**config.mk**
```make
export PLATFORM = sky130hd
export DESIGN_NAME = mips_multicycle_controller_flat
export DESIGN_NICKNAME = d
export VERILOG_FILES = /design/src/rtl/mips_multicycle_controller_if.sv /design/src/rtl/mips_multicycle_controller.sv /design/src/flat_wrapper.sv
export SDC_FILE = /design/constraint.sdc
export NUM_CORES = 1
export LEC_CHECK = 0
export CAP_MARGIN = 20
export CORE_UTILIZATION = 30
export DETAILED_ROUTE_END_ITERATION = 7
export PLACE_DENSITY_LB_ADDON = 0.1
export SLEW_MARGIN = 20
export SYNTH_ARGS = -nofsm -noshare
export SYNTH_HDL_FRONTEND = slang
export SYNTH_SLANG_ARGS = --single-unit
```
**constraint.sdc**
```tcl
create_clock -name clk -period 1.74 [get_ports clk]
set_input_delay 0.348 -clock clk [delete_from_list [all_inputs] [get_ports clk]]
set_output_delay 0.348 -clock clk [all_outputs]
set_load 0.1 [all_outputs]
```
**src/rtl/mips_multicycle_controller_if.sv**
```systemverilog
`default_nettype none
// ============================================================================
// Module      : mips_multicycle_controller_if
// Description : Control bundle between the multicycle controller and the
//               datapath: decoded instruction fields and ALU zero flag in,
//               enables / mux selects / ALU code out.
// Revision    : 1.0 - initial release
// ============================================================================
interface mips_multicycle_controller_if;
    logic [5:0] op;
    logic [5:0] funct;
    logic       zero;
    logic [3:0] state;
    logic       irwrite;
    logic       pcwrite;
    logic       branch;
    logic       pcen;
    logic       iord;
    logic       memwrite;
    logic       memtoreg;
    logic       regdst;
    logic       regwrite;
    logic       alusrca;
    logic [1:0] alusrcb;
    logic [1:0] pcsrc;
    logic [2:0] alucontrol;
    logic       instr_done;
    logic       illegal;

    // Controller side: consumes instruction fields, drives control
    modport master (
        input  op, funct, zero,
        output state, irwrite, pcwrite, branch, pcen, iord, memwrite,
               memtoreg, regdst, regwrite, alusrca, alusrcb, pcsrc,
               alucontrol, instr_done, illegal
    );

    // Datapath side: supplies instruction fields, obeys control
    modport slave (
        output op, funct, zero,
        input  state, irwrite, pcwrite, branch, pcen, iord, memwrite,
               memtoreg, regdst, regwrite, alusrca, alusrcb, pcsrc,
               alucontrol, instr_done, illegal
    );
endinterface
`default_nettype wire

```
**src/rtl/mips_multicycle_controller.sv**
```systemverilog
`default_nettype none
// ============================================================================
// Module      : mips_multicycle_controller
// Description : Moore control FSM for a shared-memory multicycle MIPS
//               datapath. Sequences lw/sw/R-type/beq/addi/j over 3-5 cycles.
// Revision    : 1.0 - initial release
// ============================================================================
module mips_multicycle_controller (
    input  wire logic                        clk,
    input  wire logic                        reset,
    mips_multicycle_controller_if.master     bus
);

    localparam logic [5:0] C_OP_RTYPE = 6'b000000;
    localparam logic [5:0] C_OP_LW    = 6'b100011;
    localparam logic [5:0] C_OP_SW    = 6'b101011;
    localparam logic [5:0] C_OP_BEQ   = 6'b000100;
    localparam logic [5:0] C_OP_ADDI  = 6'b001000;
    localparam logic [5:0] C_OP_J     = 6'b000010;

    typedef enum logic [3:0] {
        S_FETCH    = 4'd0,
        S_DECODE   = 4'd1,
        S_MEMADR   = 4'd2,
        S_MEMRD    = 4'd3,
        S_MEMWB    = 4'd4,
        S_MEMWR    = 4'd5,
        S_EXECUTE  = 4'd6,
        S_ALUWB    = 4'd7,
        S_BRANCH   = 4'd8,
        S_ADDIEXEC = 4'd9,
        S_ADDIWB   = 4'd10,
        S_JUMP     = 4'd11
    } state_t;

    state_t     state_q, state_d;
    logic       funct_bad_q, funct_bad_d;

    logic [2:0] w_funct_alu;
    logic       w_funct_ok;

    logic       w_irwrite, w_pcwrite, w_branch, w_iord, w_memwrite;
    logic       w_memtoreg, w_regdst, w_regwrite, w_alusrca;
    logic       w_instr_done, w_illegal;
    logic [1:0] w_alusrcb, w_pcsrc;
    logic [2:0] w_alucontrol;

    // State and unsupported-funct flag registers
    always_ff @(posedge clk or posedge reset) begin
        if (reset) begin
            state_q     <= S_FETCH;
            funct_bad_q <= 1'b0;
        end else begin
            state_q     <= state_d;
            funct_bad_q <= funct_bad_d;
        end
    end

    // R-type funct decode; unsupported functs fall back to add
    always_comb begin
        w_funct_alu = 3'b010;
        w_funct_ok  = 1'b1;
        case (bus.funct)
            6'b100000: w_funct_alu = 3'b010;
            6'b100010: w_funct_alu = 3'b110;
            6'b100100: w_funct_alu = 3'b000;
            6'b100101: w_funct_alu = 3'b001;
            6'b101010: w_funct_alu = 3'b111;
            default:   w_funct_ok  = 1'b0;
        endcase
    end

    // Flag is captured in DECODE and held through ALUWB to mute writeback
    always_comb begin
        funct_bad_d = funct_bad_q;
        if (state_q == S_DECODE)
            funct_bad_d = (bus.op == C_OP_RTYPE) && !w_funct_ok;
    end

    // Next-state logic and Moore output decode
    always_comb begin
        state_d      = S_FETCH;
        w_irwrite    = 1'b0;
        w_pcwrite    = 1'b0;
        w_branch     = 1'b0;
        w_iord       = 1'b0;
        w_memwrite   = 1'b0;
        w_memtoreg   = 1'b0;
        w_regdst     = 1'b0;
        w_regwrite   = 1'b0;
        w_alusrca    = 1'b0;
        w_alusrcb    = 2'b00;
        w_pcsrc      = 2'b00;
        w_alucontrol = 3'b010;
        w_instr_done = 1'b0;
        w_illegal    = 1'b0;
        case (state_q)
            S_FETCH: begin
                w_irwrite = 1'b1;
                w_pcwrite = 1'b1;
                w_alusrcb = 2'b01;
                state_d   = S_DECODE;
            end
            S_DECODE: begin
                w_alusrcb = 2'b11;
                case (bus.op)
                    C_OP_LW, C_OP_SW: state_d = S_MEMADR;
                    C_OP_RTYPE: begin
                        state_d   = S_EXECUTE;
                        w_illegal = !w_funct_ok;
                    end
                    C_OP_BEQ:  state_d = S_BRANCH;
                    C_OP_ADDI: state_d = S_ADDIEXEC;
                    C_OP_J:    state_d = S_JUMP;
                    default: begin
                        state_d   = S_FETCH;
                        w_illegal = 1'b1;
                    end
                endcase
            end
            S_MEMADR: begin
                w_alusrca = 1'b1;
                w_alusrcb = 2'b10;
                state_d   = (bus.op == C_OP_LW) ? S_MEMRD : S_MEMWR;
            end
            S_MEMRD: begin
                w_iord  = 1'b1;
                state_d = S_MEMWB;
            end
            S_MEMWB: begin
                w_regwrite   = 1'b1;
                w_memtoreg   = 1'b1;
                w_instr_done = 1'b1;
            end
            S_MEMWR: begin
                w_iord       = 1'b1;
                w_memwrite   = 1'b1;
                w_instr_done = 1'b1;
            end
            S_EXECUTE: begin
                w_alusrca    = 1'b1;
                w_alucontrol = w_funct_alu;
                state_d      = S_ALUWB;
            end
            S_ALUWB: begin
                w_regwrite   = !funct_bad_q;
                w_regdst     = 1'b1;
                w_instr_done = 1'b1;
            end
            S_BRANCH: begin
                w_alusrca    = 1'b1;
                w_alucontrol = 3'b110;
                w_pcsrc      = 2'b01;
                w_branch     = 1'b1;
                w_instr_done = 1'b1;
            end
            S_ADDIEXEC: begin
                w_alusrca = 1'b1;
                w_alusrcb = 2'b10;
                state_d   = S_ADDIWB;
            end
            S_ADDIWB: begin
                w_regwrite   = 1'b1;
                w_instr_done = 1'b1;
            end
            S_JUMP: begin
                w_pcsrc      = 2'b10;
                w_pcwrite    = 1'b1;
                w_instr_done = 1'b1;
            end
            default: begin
                // Unreachable codes: everything quiet, recover to FETCH
                w_alucontrol = 3'b000;
                state_d      = S_FETCH;
            end
        endcase
    end

    // Enables are masked by reset so nothing writes while it is held;
    // selects already show FETCH values because the state is forced to 0.
    assign bus.state      = state_q;
    assign bus.irwrite    = w_irwrite    & ~reset;
    assign bus.pcwrite    = w_pcwrite    & ~reset;
    assign bus.branch     = w_branch     & ~reset;
    assign bus.pcen       = (w_pcwrite | (w_branch & bus.zero)) & ~reset;
    assign bus.memwrite   = w_memwrite   & ~reset;
    assign bus.regwrite   = w_regwrite   & ~reset;
    assign bus.instr_done = w_instr_done & ~reset;
    assign bus.illegal    = w_illegal    & ~reset;
    assign bus.iord       = w_iord;
    assign bus.memtoreg   = w_memtoreg;
    assign bus.regdst     = w_regdst;
    assign bus.alusrca    = w_alusrca;
    assign bus.alusrcb    = w_alusrcb;
    assign bus.pcsrc      = w_pcsrc;
    assign bus.alucontrol = w_alucontrol;

endmodule
`default_nettype wire

```
**src/flat_wrapper.sv**
```systemverilog
// flat-port wrapper written by rule: the top's interface ports become plain ports
module mips_multicycle_controller_flat 
  (clk, reset, bus_op, bus_funct, bus_zero, bus_state, bus_irwrite, bus_pcwrite, bus_branch, bus_pcen, bus_iord, bus_memwrite, bus_memtoreg, bus_regdst, bus_regwrite, bus_alusrca, bus_alusrcb, bus_pcsrc, bus_alucontrol, bus_instr_done, bus_illegal);
  mips_multicycle_controller_if bus_i ();
  input  wire logic clk;
  input  wire logic reset;
  input wire logic [$bits(bus_i.op)-1:0] bus_op;
  input wire logic [$bits(bus_i.funct)-1:0] bus_funct;
  input wire logic [$bits(bus_i.zero)-1:0] bus_zero;
  output wire logic [$bits(bus_i.state)-1:0] bus_state;
  output wire logic [$bits(bus_i.irwrite)-1:0] bus_irwrite;
  output wire logic [$bits(bus_i.pcwrite)-1:0] bus_pcwrite;
  output wire logic [$bits(bus_i.branch)-1:0] bus_branch;
  output wire logic [$bits(bus_i.pcen)-1:0] bus_pcen;
  output wire logic [$bits(bus_i.iord)-1:0] bus_iord;
  output wire logic [$bits(bus_i.memwrite)-1:0] bus_memwrite;
  output wire logic [$bits(bus_i.memtoreg)-1:0] bus_memtoreg;
  output wire logic [$bits(bus_i.regdst)-1:0] bus_regdst;
  output wire logic [$bits(bus_i.regwrite)-1:0] bus_regwrite;
  output wire logic [$bits(bus_i.alusrca)-1:0] bus_alusrca;
  output wire logic [$bits(bus_i.alusrcb)-1:0] bus_alusrcb;
  output wire logic [$bits(bus_i.pcsrc)-1:0] bus_pcsrc;
  output wire logic [$bits(bus_i.alucontrol)-1:0] bus_alucontrol;
  output wire logic [$bits(bus_i.instr_done)-1:0] bus_instr_done;
  output wire logic [$bits(bus_i.illegal)-1:0] bus_illegal;
  assign bus_i.op = bus_op;
  assign bus_i.funct = bus_funct;
  assign bus_i.zero = bus_zero;
  assign bus_state = bus_i.state;
  assign bus_irwrite = bus_i.irwrite;
  assign bus_pcwrite = bus_i.pcwrite;
  assign bus_branch = bus_i.branch;
  assign bus_pcen = bus_i.pcen;
  assign bus_iord = bus_i.iord;
  assign bus_memwrite = bus_i.memwrite;
  assign bus_memtoreg = bus_i.memtoreg;
  assign bus_regdst = bus_i.regdst;
  assign bus_regwrite = bus_i.regwrite;
  assign bus_alusrca = bus_i.alusrca;
  assign bus_alusrcb = bus_i.alusrcb;
  assign bus_pcsrc = bus_i.pcsrc;
  assign bus_alucontrol = bus_i.alucontrol;
  assign bus_instr_done = bus_i.instr_done;
  assign bus_illegal = bus_i.illegal;
  mips_multicycle_controller u_core (.clk(clk), .reset(reset), .bus(bus_i));
endmodule
```
==> flow_summary_export.csv, run 1 <==
group,metric,value,unit
status,status,"stopped before the end",
floorplan,num_io_pins,38,
clock_network,cts_buffers,3,
clock_network,cts_buffer_depth,2,
synthesis,netlist_area,685.7,sq um
synthesis,synth.distinct_cells,40,
clock_network,holdBufCountCts,0,
place,post-place-cells,174,
place,dpl_cell_area,1722,sq um
place,detailedPlace.worstSlack,-0.5238,ns
synthesis,syn-num-nets,102,
synthesis,synth.avg_cell_area,7.881,sq um
clock_network,htreeDepth,1,
clock_network,numClockSinks,5,
global_route,grt_max_degree,12,
global_route,antenna_found_initial,1,
synthesis,ys_ff_latch,5,
place,place.gp.congestion,0.8362,
floorplan,row_count,16,
floorplan,die_w,49.81,um
synthesis,ys_seq_area_frac,0.1825,
status,haltStage,"global routing (5_1_grt)",
floorplan,start_util,0.3325,
sta,crit_endpoint,"bus_pcen",
place,numPortBuffers,37,
synthesis,ys_warn_count,0,
floorplan,die-height,49.81,um
clock_network,clockRootBuffer,"clkbuf_4",
sta,endpoint_type,"output port",
synthesis,synthesis.instances,87,
status,tool.error,"[ERROR DPL-0033] detailed placement checks failed during check placement.",
place,dp_hpwl,2270,um
## cells by family after synthesis
logic type               after synthesis  synth area share
buffers and inverters                 10           0.09305
AO/OA/AOI/OAI                         21            0.2226
multiplexers                           1           0.01642
adder cells (fa/ha/maj)                1           0.01642
flip-flops                             5            0.1825
AND/OR/NAND/NOR                       46            0.4307
XOR/XNOR                               3           0.03833
## synthesized netlist by cell type
cell	count	area [sq um]
a2111oi_2	1	15.01
a211oi_1	1	7.510
a211oi_2	1	12.51
a21o_1	1	7.510
a21oi_1	5	25.02
a221oi_1	1	8.760
a31oi_1	1	6.260
a32oi_1	1	8.760
buf_2	3	15.01
buf_6	3	33.78
clkbuf_1	1	3.750
dfrtp_1	5	125.1
inv_1	3	11.26
maj3_2	1	11.26
mux2_2	1	11.26
nand2_1	6	22.52
nand2b_1	6	37.54
nand2b_4	2	27.53
nand3_1	2	10.01
nand3_2	1	10.01
nor2_1	10	37.54
nor2_2	1	6.260
nor2b_1	1	6.260
nor3_1	7	35.03
nor3_2	3	30.03
nor3b_1	1	7.510
nor3b_2	1	12.51
nor4_1	1	6.260
nor4_2	1	12.51
nor4b_2	1	15.01
o21a_1	1	7.510
o21ai_0	3	15.01
o22ai_1	1	6.260
o31a_1	1	8.760
o31ai_1	2	15.01
o32ai_1	1	8.760
or3_4	1	11.26
or4_1	1	7.510
xnor2_1	1	8.760
xor2_1	2	17.52
## stage by stage
stage / hold slack [ns] / setup TNS, ns / utilization
after CTS: 0.4730 / -2.648 / 0.9181
after detailed placement: 0.5117 / -2.276 / 0.8350
after global placement: 0.5109 / -1.956 / 0.8350
after floorplan: 0.4716 / -7.861 / -
## repair_timing
| action | CTS |
|---|---|
| setup buffers | 7 |
| gates cloned | 0 |
| pin swaps | 14 |
| gates resized for setup | 46 |
| endpoints found under the hold margin | 0 |
| endpoints found under the setup margin | 16 |
==> inputs of run 2 (changes only) <==
--- a/config.mk
+++ b/config.mk
@@ -6,9 +6,10 @@
 export NUM_CORES = 1
 export LEC_CHECK = 0
 export CAP_MARGIN = 20
-export CORE_UTILIZATION = 30
+export CORE_AREA = 2 2 63 65
 export DETAILED_ROUTE_END_ITERATION = 7
-export PLACE_DENSITY_LB_ADDON = 0.1
+export DIE_AREA = 0 0 65 67
+export PLACE_DENSITY_LB_ADDON = 0.15
 export SLEW_MARGIN = 20
 export SYNTH_ARGS = -nofsm -noshare
 export SYNTH_HDL_FRONTEND = slang
==> run 2 against run 1 <==
- the flow now finishes, with violations (negative setup slack)
- synthesized cell count stayed put
- area after synthesis unchanged
==> flow_summary_export.csv, run 2 <==
group,metric,value,unit
synthesis,ys_top_cells_by_count,"10 x nor2_1, 7 x nor3_1, 6 x nand2_1, 6 x nand2b_1",
power,p_leak,0.8491,nW
finish,final_common_cell,"buf_4",
finish,drive_above_1_share,0.8235,
global_route,grt_max_degree,10,
worst_setup_path,endpoint_kind,"output port",
sta,fmax,507.5,MHz
detailed_routing,via_per_inst,4.440,
global_route,grt_usage,0.1382,
synthesis,yosys-top-cells-area,"dfrtp_1 18%, nand2b_1 5.5%, nor2_1 5.5%",
power,peakVddDrop,0.4792,mV
detailed_routing,postRouteWirelength,2790,um
clock_network,cts_buffers,3,
sta,worst_pin_slew,0.2802,ns
worst_setup_path,r2r-start,"u_core.bus.state[1]",
synthesis,synth-simple-area-share,0.4307,
place,dp_hpwl,2217,um
floorplan,row_count,22,
worst_setup_path,worstSetupStartpoint,"u_core.bus.state[2]",
sta,finalCritPeriodShare,1.132,
place,place.gp.congestion,0.7566,
synthesis,synth_async_sr_flop_share,1.000,
synthesis,synth_edf_count,0,
floorplan,start_util,0.1901,
clock_network,holdBufCountCts,0,
floorplan,die-height,67,um
clock_network,clk_pin_slew,0.03,ns
sta,rsz0062_at_grt,"true",
synthesis,syn-num-nets,102,
synthesis,synth_top_area_share,0.1825,
worst_setup_path,critPathRequiredTime,1.39,ns
detailed_routing,ant_nets,0,
floorplan,die_w,65,um
synthesis,synth.distinct_cells,40,
hold_path,min_path_type,"in -> async",
synthesis,ys_seq_area_frac,0.1825,
finish,syn_to_final_growth,203.3,%
floorplan,num_io_pins,38,
power,powerDensity,1226,nW/um^2
clock_network,numClockSinks,5,
worst_setup_path,worst-path-max-fanout,4,
detailed_routing,drc,0,
place,detailedPlace.worstSlack,-0.5076,ns
finish,diodes,0,
synthesis,synthesis.instances,87,
detailed_routing,dr.pass1.iters,4,
clock_network,cts_buffer_depth,2,
clock_network,clockRootBuffer,"clkbuf_8",
clock_network,htreeDepth,1,
synthesis,synth_xor_area_frac,0.03832,
sta,finalCriticalPeriod,1.970,ns
synthesis,ys.flop_type,"dfrtp_1",
flow_run,maxCapViolCount,0,
detailed_routing,routed-via-count,968,
global_route,grt_pass1_wl,4636,um
sta,slew_headroom,0.8116,
status,status,"complete, but fails checks",
sta,fin_skew,0.001703,ns
synthesis,synth_top_family_by_area,"simple AND/OR/NAND/NOR gates",
clock_network,clk-insertion-delay-late,0.22,ns
synthesis,ys_warn_count,0,
synthesis,ys_ff_latch,5,
sta,slew_violations,0,
floorplan,die-area,4355,sq um
sta,finalHoldViolCount,0,
floorplan,design.core.area,3606,sq um
worst_setup_path,crit_type,"reg -> out",
finish,final_cell_mix,"37 x buf_4, 24 x buf_12, 14 x buf_6",
worst_setup_path,rrSetupSlack,0.17,ns
synthesis,synth_top_cell_by_area,"dfrtp_1",
detailed_routing,wl_per_cell,12.80,um
synthesis,synth.area.mux_share,0.01642,
global_route,antenna_found_initial,0,
status,violations,"negative setup slack",
sta,setup_violations,17,
synthesis,synth-compound-area-share,0.2226,
synthesis,synth.avg_cell_area,7.881,sq um
finish,fin_nets,186,
worst_setup_path,reg2reg_depth,6,
clock_network,cts_tree,"yes",
worst_setup_path,start_kind,"register",
sta,fin_ws,-0.2304,ns
sta,whs,0.4142,ns
finish,largest_reg_flops,4,
synthesis,netlist_area,685.7,sq um
worst_setup_path,arrival,1.62,ns
synthesis,synth.most_common_cell,"nor2_1",
worst_setup_path,r2r-end,"u_core.funct_bad_q",
worst_setup_path,endpoint,"bus_alucontrol[2]",
global_route,overflow,0,
power,power,2.548,mW
place,numPortBuffers,37,
synthesis,synth-adder-area-share,0.01642,
detailed_routing,drtIter0Drc,16,
global_route,first_global_vias,983,
==> run 2: area by class of cell <==
cell class	instances	area, sq um
Fill cell	313	1526
Timing Repair Buffer	86	1010
Multi-Input combinational cell	72	809.5
Sequential cell	5	140.1
Tap cell	48	60.06
Clock buffer	4	45.04
Inverter	3	15.01
==> run 2: how the worst min path moves through the flow <==
stage | to | slack, ns | cells after the start
6_report | u_core.bus.state[2] | 0.41 | 3
5_1_grt | u_core.bus.state[3] | 0.44 | 3
4_1_cts | u_core.bus.state[2] | 0.42 | 3
3_5_place_dp | u_core.funct_bad_q | 0.51 | 1
3_3_place_gp | u_core.funct_bad_q | 0.53 | 1
2_1_floorplan | u_core.funct_bad_q | 0.47 | 1
==> run 2: kinds of logic (layout without fill, tap and decap cells) <==
family,after synthesis,count (layout)
buf+inv,10,93
xor+xnor,3,3
fa+ha+maj,1,1
mux,1,1
compound gates,21,21
simple gates,46,46
flops,5,5
==> run 2: repair_timing <==
item / 4_1_cts / 5_1_grt
endpoints found under the setup margin: 15 / 19
resized for setup: 64 / 10
pin swaps: 17 / 10
setup buffers: 12 / 4
==> run 2: critical path, cell delays in order, from the launching register on <==
cell,delay [ns]
dfrtp_4,0.48
nand2b_4,0.15
or3_4,0.36
buf_12,0.14
o31ai_4,0.06
buf_12,0.21
==> run 2: power by group <==
group	total (mW)	switching (mW)	internal [mW]	leakage [nW]
logic	2.13	1.25	0.880	0.766
clock network	0.214	0.0566	0.157	0.0228
registers	0.201	0.0472	0.154	0.0604
total	2.55	1.36	1.19	0.849
==> run 2: metal layers <==
| metal | global-route usage | wire length, um |
|---|---|---|
| met1 | 0.1474 | 1114 |
| met5 | 0 | 0 |
| met2 | 0.2758 | 1534 |
| met3 | 0.02196 | 118 |
| met4 | 0.03989 | 23 |
==> run 2: through the flow <==
step / util / setup TNS (ns) / cell area (sq um) / instances
floorplan: - / -7.861 / 920.9 / 87
global placement: 0.4931 / -2.215 / 1778 / 199
detailed placement: 0.4931 / -2.435 / 1778 / 199
CTS: 0.5597 / -2.185 / 2018 / 215
global route: 0.5767 / -2.891 / 2079 / 218
finish: 0.5767 / -2.120 / 2079 / 218
(Power assumes the default switching activity.)
